### config.mk
export PLATFORM = sky130hd
export DESIGN_NAME = register_file_banked
export DESIGN_NICKNAME = d
export VERILOG_FILES = /design/src/rtl/register_file_banked.sv
export SDC_FILE = /design/constraint.sdc
export NUM_CORES = 1
export LEC_CHECK = 0
export ABC_AREA = 1
export CAP_MARGIN = 20
export CORE_AREA = 2 2 116 203
export DETAILED_ROUTE_END_ITERATION = 16
export DIE_AREA = 0 0 118 205
export SLEW_MARGIN = 20
export SYNTH_ARGS = -nofsm -noshare
export SYNTH_HDL_FRONTEND = slang
export SYNTH_SLANG_ARGS = --single-unit
### constraint.sdc
create_clock -name clk -period 2 [get_ports clk]
set_input_delay 0.3 -clock clk [delete_from_list [all_inputs] [get_ports clk]]
set_output_delay 0.3 -clock clk [all_outputs]
set_load 0.01 [all_outputs]
### src/rtl/register_file_banked.sv
// rtl/register_file_banked.sv - parametrised two-read/one-write register file with a single-level shadow bank
module register_file_banked #(
  parameter int DATA_W   = 8,
  parameter int ADDR_W   = 3,
  parameter int ZERO_REG = 0,
  parameter int BYPASS   = 1
) (
  input  logic              clk,
  input  logic              rst,
  input  logic [ADDR_W-1:0] read_reg1,
  input  logic [ADDR_W-1:0] read_reg2,
  output logic [DATA_W-1:0] read_data1,
  output logic [DATA_W-1:0] read_data2,
  input  logic [ADDR_W-1:0] write_reg,
  input  logic [DATA_W-1:0] write_data,
  input  logic              reg_write,
  input  logic              save,
  input  logic              restore,
  output logic              shadow_valid,
  output logic              restore_err
);

  localparam int DEPTH = 1 << ADDR_W;

  logic [DATA_W-1:0] main_q   [DEPTH];
  logic [DATA_W-1:0] shadow_q [DEPTH];
  logic              shadow_valid_q;
  logic              restore_err_q;

  logic do_swap;
  logic do_save;
  logic do_restore;
  logic restore_miss;

  // Decode the bank operation; save+restore on an empty shadow degrades to a plain save
  always_comb begin
    do_swap      = save && restore && shadow_valid_q;
    do_save      = save && !do_swap;
    do_restore   = restore && !save && shadow_valid_q;
    restore_miss = restore && !save && !shadow_valid_q;
  end

  // Bank copy/swap first, then the concurrent write lands on top of the new main contents
  always_ff @(posedge clk) begin
    if (!rst) begin
      for (int i = 0; i < DEPTH; i++) begin
        main_q[i]   <= '0;
        shadow_q[i] <= '0;
      end
      shadow_valid_q <= 1'b0;
      restore_err_q  <= 1'b0;
    end else begin
      for (int i = 0; i < DEPTH; i++) begin
        if (do_save || do_swap)
          shadow_q[i] <= main_q[i];
        if (do_restore || do_swap)
          main_q[i] <= shadow_q[i];
        if (reg_write && write_reg == ADDR_W'(i))
          main_q[i] <= write_data;
        // register 0 is pinned so neither writes nor restores can disturb it
        if (ZERO_REG != 0 && i == 0)
          main_q[i] <= '0;
      end
      if (do_save || do_swap)
        shadow_valid_q <= 1'b1;
      else if (do_restore)
        shadow_valid_q <= 1'b0;
      restore_err_q <= restore_miss;
    end
  end

  // Combinational reads; bypass forwards only the current write, zero register masks last
  always_comb begin
    read_data1 = main_q[read_reg1];
    read_data2 = main_q[read_reg2];
    if (BYPASS != 0 && reg_write && write_reg == read_reg1)
      read_data1 = write_data;
    if (BYPASS != 0 && reg_write && write_reg == read_reg2)
      read_data2 = write_data;
    if (ZERO_REG != 0 && read_reg1 == '0)
      read_data1 = '0;
    if (ZERO_REG != 0 && read_reg2 == '0)
      read_data2 = '0;
  end

  assign shadow_valid = shadow_valid_q;
  assign restore_err  = restore_err_q;

endmodule

**Word-level counts from Yosys, hierarchy flattened**

Memory sizes are Yosys's and may differ from the RTL's.
Cells that the tools add are included.

- Register bits after elaboration: 2
- Bits in writable memories: 128
- Input port bits: 22
- Logic and storage cells: 119
- Memories: 2

Memories:

| memory | words | width | read ports | clocked after Yosys merged registers in | write ports | line | RTL |
|---|---|---|---|---|---|---|---|
| main_q | 8 | 8 | 10 | 0 | 8 | 25 | `logic [DATA_W-1:0] main_q [DEPTH];` |
| shadow_q | 8 | 8 | 8 | 0 | 8 | 26 | `logic [DATA_W-1:0] shadow_q [DEPTH];` |

- Equality and inequality tests: 9
- Multiplexer cells: 59
- Bitwise gates (word level): 24
- Reduce and logical (&&, ||, !) cells: 23

Operators with widths:

| kind | number |
|---|---|
| two-way mux 8 bit | 26 |
| two-way mux 1 bit | 33 |
| bitwise OR 1 bit | 24 |
| logical AND 1 bit | 16 |
| == test 3 bit, second input constant | 4 |
| == test 3 x 2 -> 1 bit, second input constant | 2 |
| == test 3 bit | 2 |
| == test 3 x 1 -> 1 bit, second input constant | 1 |
| logical NOT 1 bit | 3 |
| logical NOT 3 bit | 1 |
| logical OR 1 bit | 2 |
| nonzero test 2 bit | 1 |

**Logic depth before layout (Yosys ltp)**

- Depth in word-level cells: 9
- Depth in mapped cells: 9
- Mapped depth without buffers: 8

**Worst setup path after synthesis**

No wires, ideal clock.

- Kind: input port to flip-flop
- Start: input port rst
- End: memory shadow_q[0][0], enable pin
- Setup time: 395 ps
- Data arrival time: 1,398 ps
- Setup slack: 207 ps
- Stages on the path: 3
- Cells stage by stage: buf_4 -> inv_2 -> or2_2

RTL lines:

| element | line | RTL |
|---|---|---|
| start: declaration | 9 | `input logic rst,` |
| end: declaration | 26 |  |

**Final worst setup path**

- Start: input port write_reg[0]
- End: output port read_data1[0]

- Cells in the longest elaborated chain, start to end: 3

RTL lines:

| element | line | RTL |
|---|---|---|
| start: declaration | 14 | `input logic [ADDR_W-1:0] write_reg,` |
| == test 3 bit | 76 | `if (BYPASS != 0 && reg_write && write_reg == read_reg1)` |
| logical AND 1 bit | 76 |  |
| two-way mux 8 bit | 76 |  |
| end: declaration | 12 | `output logic [DATA_W-1:0] read_data1,` |

Every way passes these cells.

==> impl_metrics.tcl <==
set metrics [dict create \
    end_kind "output pin" \
    multi_input_area_um2 2460 \
    worstSetupStartpointType "input pin" \
    synth_nets 823 \
    hold_path_class "reg2reg" \
    tritoncts "yes" \
    ys_warn_count 0 \
    firstDrtPassIters 5 \
    ant_nets 0 \
    h-tree-depth 4 \
    yosysUniqueCellTypes 24 \
    syn_inst 801 \
    die_height_um 205 \
    r2r_start "shadow_valid" \
    routabilityCongestion 0.914 \
    clk_pin_slew_ns 0.06 \
    final_common_cell "nand2_1" \
    final_hold_viol_count 0 \
    power.density_nw_per_um2 826 \
    die-area_um2 24200 \
    holdWs_ns 0.495 \
    hold_start "shadow_valid" \
    critical_path_required_ns 1.70 \
    status "complete, no violations" \
    relSlewSlack 0.685 \
    cts-hold-fix-buffers 0 \
    fin_worst_skew_ns 0.00966 \
    criticalPathCategory "in2out" \
    cp_max_fo 8 \
    final_cell_area_um2 8860 \
    grt_overflow_total 0 \
    power_leakage_nw 3.88 \
    root_buffer "clkbuf_16" \
    dp_cells 1157 \
    clk_latency_ns 0.44 \
    ir_worst_vdd_v 0.000568 \
    io_pins 40 \
    drtIter0Drc 539 \
    rows 73 \
    viasPerCell 4.86 \
    grt_max_degree 50 \
    placed_area_um2 8160 \
    min_period_ns 1.96 \
    ys_seq_elements 130 \
    clkSinkCount 130 \
    nNetsFinal 911 \
    initial_core_util 0.307 \
    period_share 0.978 \
    dp_slack_ns -0.484 \
    core_um2 22600 \
    synth-seq-area-share 0.561 \
    dp_hpwl_um 15100 \
    hold_depth 1 \
    ff2ff_path_depth 6 \
    wire_per_inst_um 17.7 \
    layout_common_cells "nand2_1, edfxtp_1, nand3_1, inv_1, a21oi_1" \
    die_w_um 118 \
    fill_cells 2285 \
    fin_ws_ns 0.0448 \
    grt_pass1_vias 5657 \
    max_clock_freq_mhz 511 \
    layout-drive-gt1-share 0.174 \
    grt_pass1_wl_um 32300 \
    cts_made_buffers 17 \
    cts.path.max_buffers 2 \
    drcViolationCount 0 \
    setup_violations 0 \
    num_vias 5852 \
    tightest_slew_ns 0.472 \
    drv_slew 0 \
    drv_cap 0 \
    fin_cells 1203 \
    crit_start "write_reg[0]" \
    areaGrowthSynthToFinish_pct 28.1 \
    grt_usage 0.180 \
    antenna_found_initial 2 \
    synth_area_um2 6920 \
    regArea_um2 3880 \
    port_buffers 39 \
    syn_area_per_cell_um2 8.64 \
    arrival_ns 1.66 \
    rsz0062_at_grt "true" \
    wl_um 21300 \
]
power by group:
part / switching, W / leakage (nW) / internal (W)
clock network: 0.00125 / 0.260 / 0.00172
registers: 0.0000699 / 1.40 / 0.00321
logic: 0.000667 / 2.22 / 0.000401
total: 0.00199 / 3.88 / 0.00533
area by class of cell:
type / count / area share
Inverter: 101 / 0.0436
Clock inverter: 14 / 0.0151
Tap cell: 300 / 0.0424
Sequential cell: 130 / 0.438
Clock buffer: 18 / 0.0484
Timing Repair Buffer: 113 / 0.135
Antenna cell: 1 / 0.000282
Multi-Input combinational cell: 526 / 0.277
path summary, 6_finish.rpt:
kind	to	slack (ns)
min	restore_err	0.50
min reg2reg	restore_err	0.50
max	read_data1[0]	0.04
max reg2reg	main_q[0][3]	0.59
cells by family after synthesis:
kind of cell | after synthesis | synth area share
AO/OA/AOI/OAI | 120 | 0.0871
buffers and inverters | 145 | 0.0888
AND/OR/NAND/NOR | 406 | 0.263
flip-flops | 130 | 0.561
sequential cells by signal, summed over array words and instances, names as in the netlist:
signal / count
shadow_q: 64
restore_err: 1
shadow_valid: 1
main_q: 64
synthesized netlist by cell type (all sizes together):
cell | instances | area share
buf | 31 | 0.027
or2 | 1 | 0.00090
o31ai | 1 | 0.0011
nand2 | 212 | 0.12
nand3 | 128 | 0.095
a21oi | 81 | 0.059
inv | 101 | 0.055
dfxtp | 2 | 0.0058
nor3 | 3 | 0.0054
nor2 | 61 | 0.042
edfxtp | 128 | 0.56
o21ai | 38 | 0.027
clkbuf | 13 | 0.0071
nand3b | 1 | 0.0029
stage by stage:
stage               setup TNS, ns  utilization  power, W
floorplan                       0            -   0.00386
detailed placement          -7.11        0.362   0.00438
global placement            -7.25        0.362   0.00437
finish                          0        0.393   0.00732
CTS                       -0.0426        0.389   0.00735
global route             -0.00123        0.393   0.00761
metal layers:
layer	track usage	routed length, um
met1	0.190	8020
met2	0.328	11200
met3	0.0418	1140
met4	0.102	989
met5	0	13
critical path, stage by stage:
cell	delay, ns
dlygate4sd2_1	0.29
buf_4	0.16
nand2_1	0.09
nand2_2	0.07
nor2_4	0.18
nand2_4	0.11
nand3_1	0.13
nand2_1	0.06
dlygate4sd2_1	0.28
timing repair:
item	in CTS	in global routing
buffers inserted	4	7
gates resized for setup	44	25
gates cloned	2	0
pin swaps	1	5
setup endpoints to repair	16	14
Power figures use the tool's default switching activity.
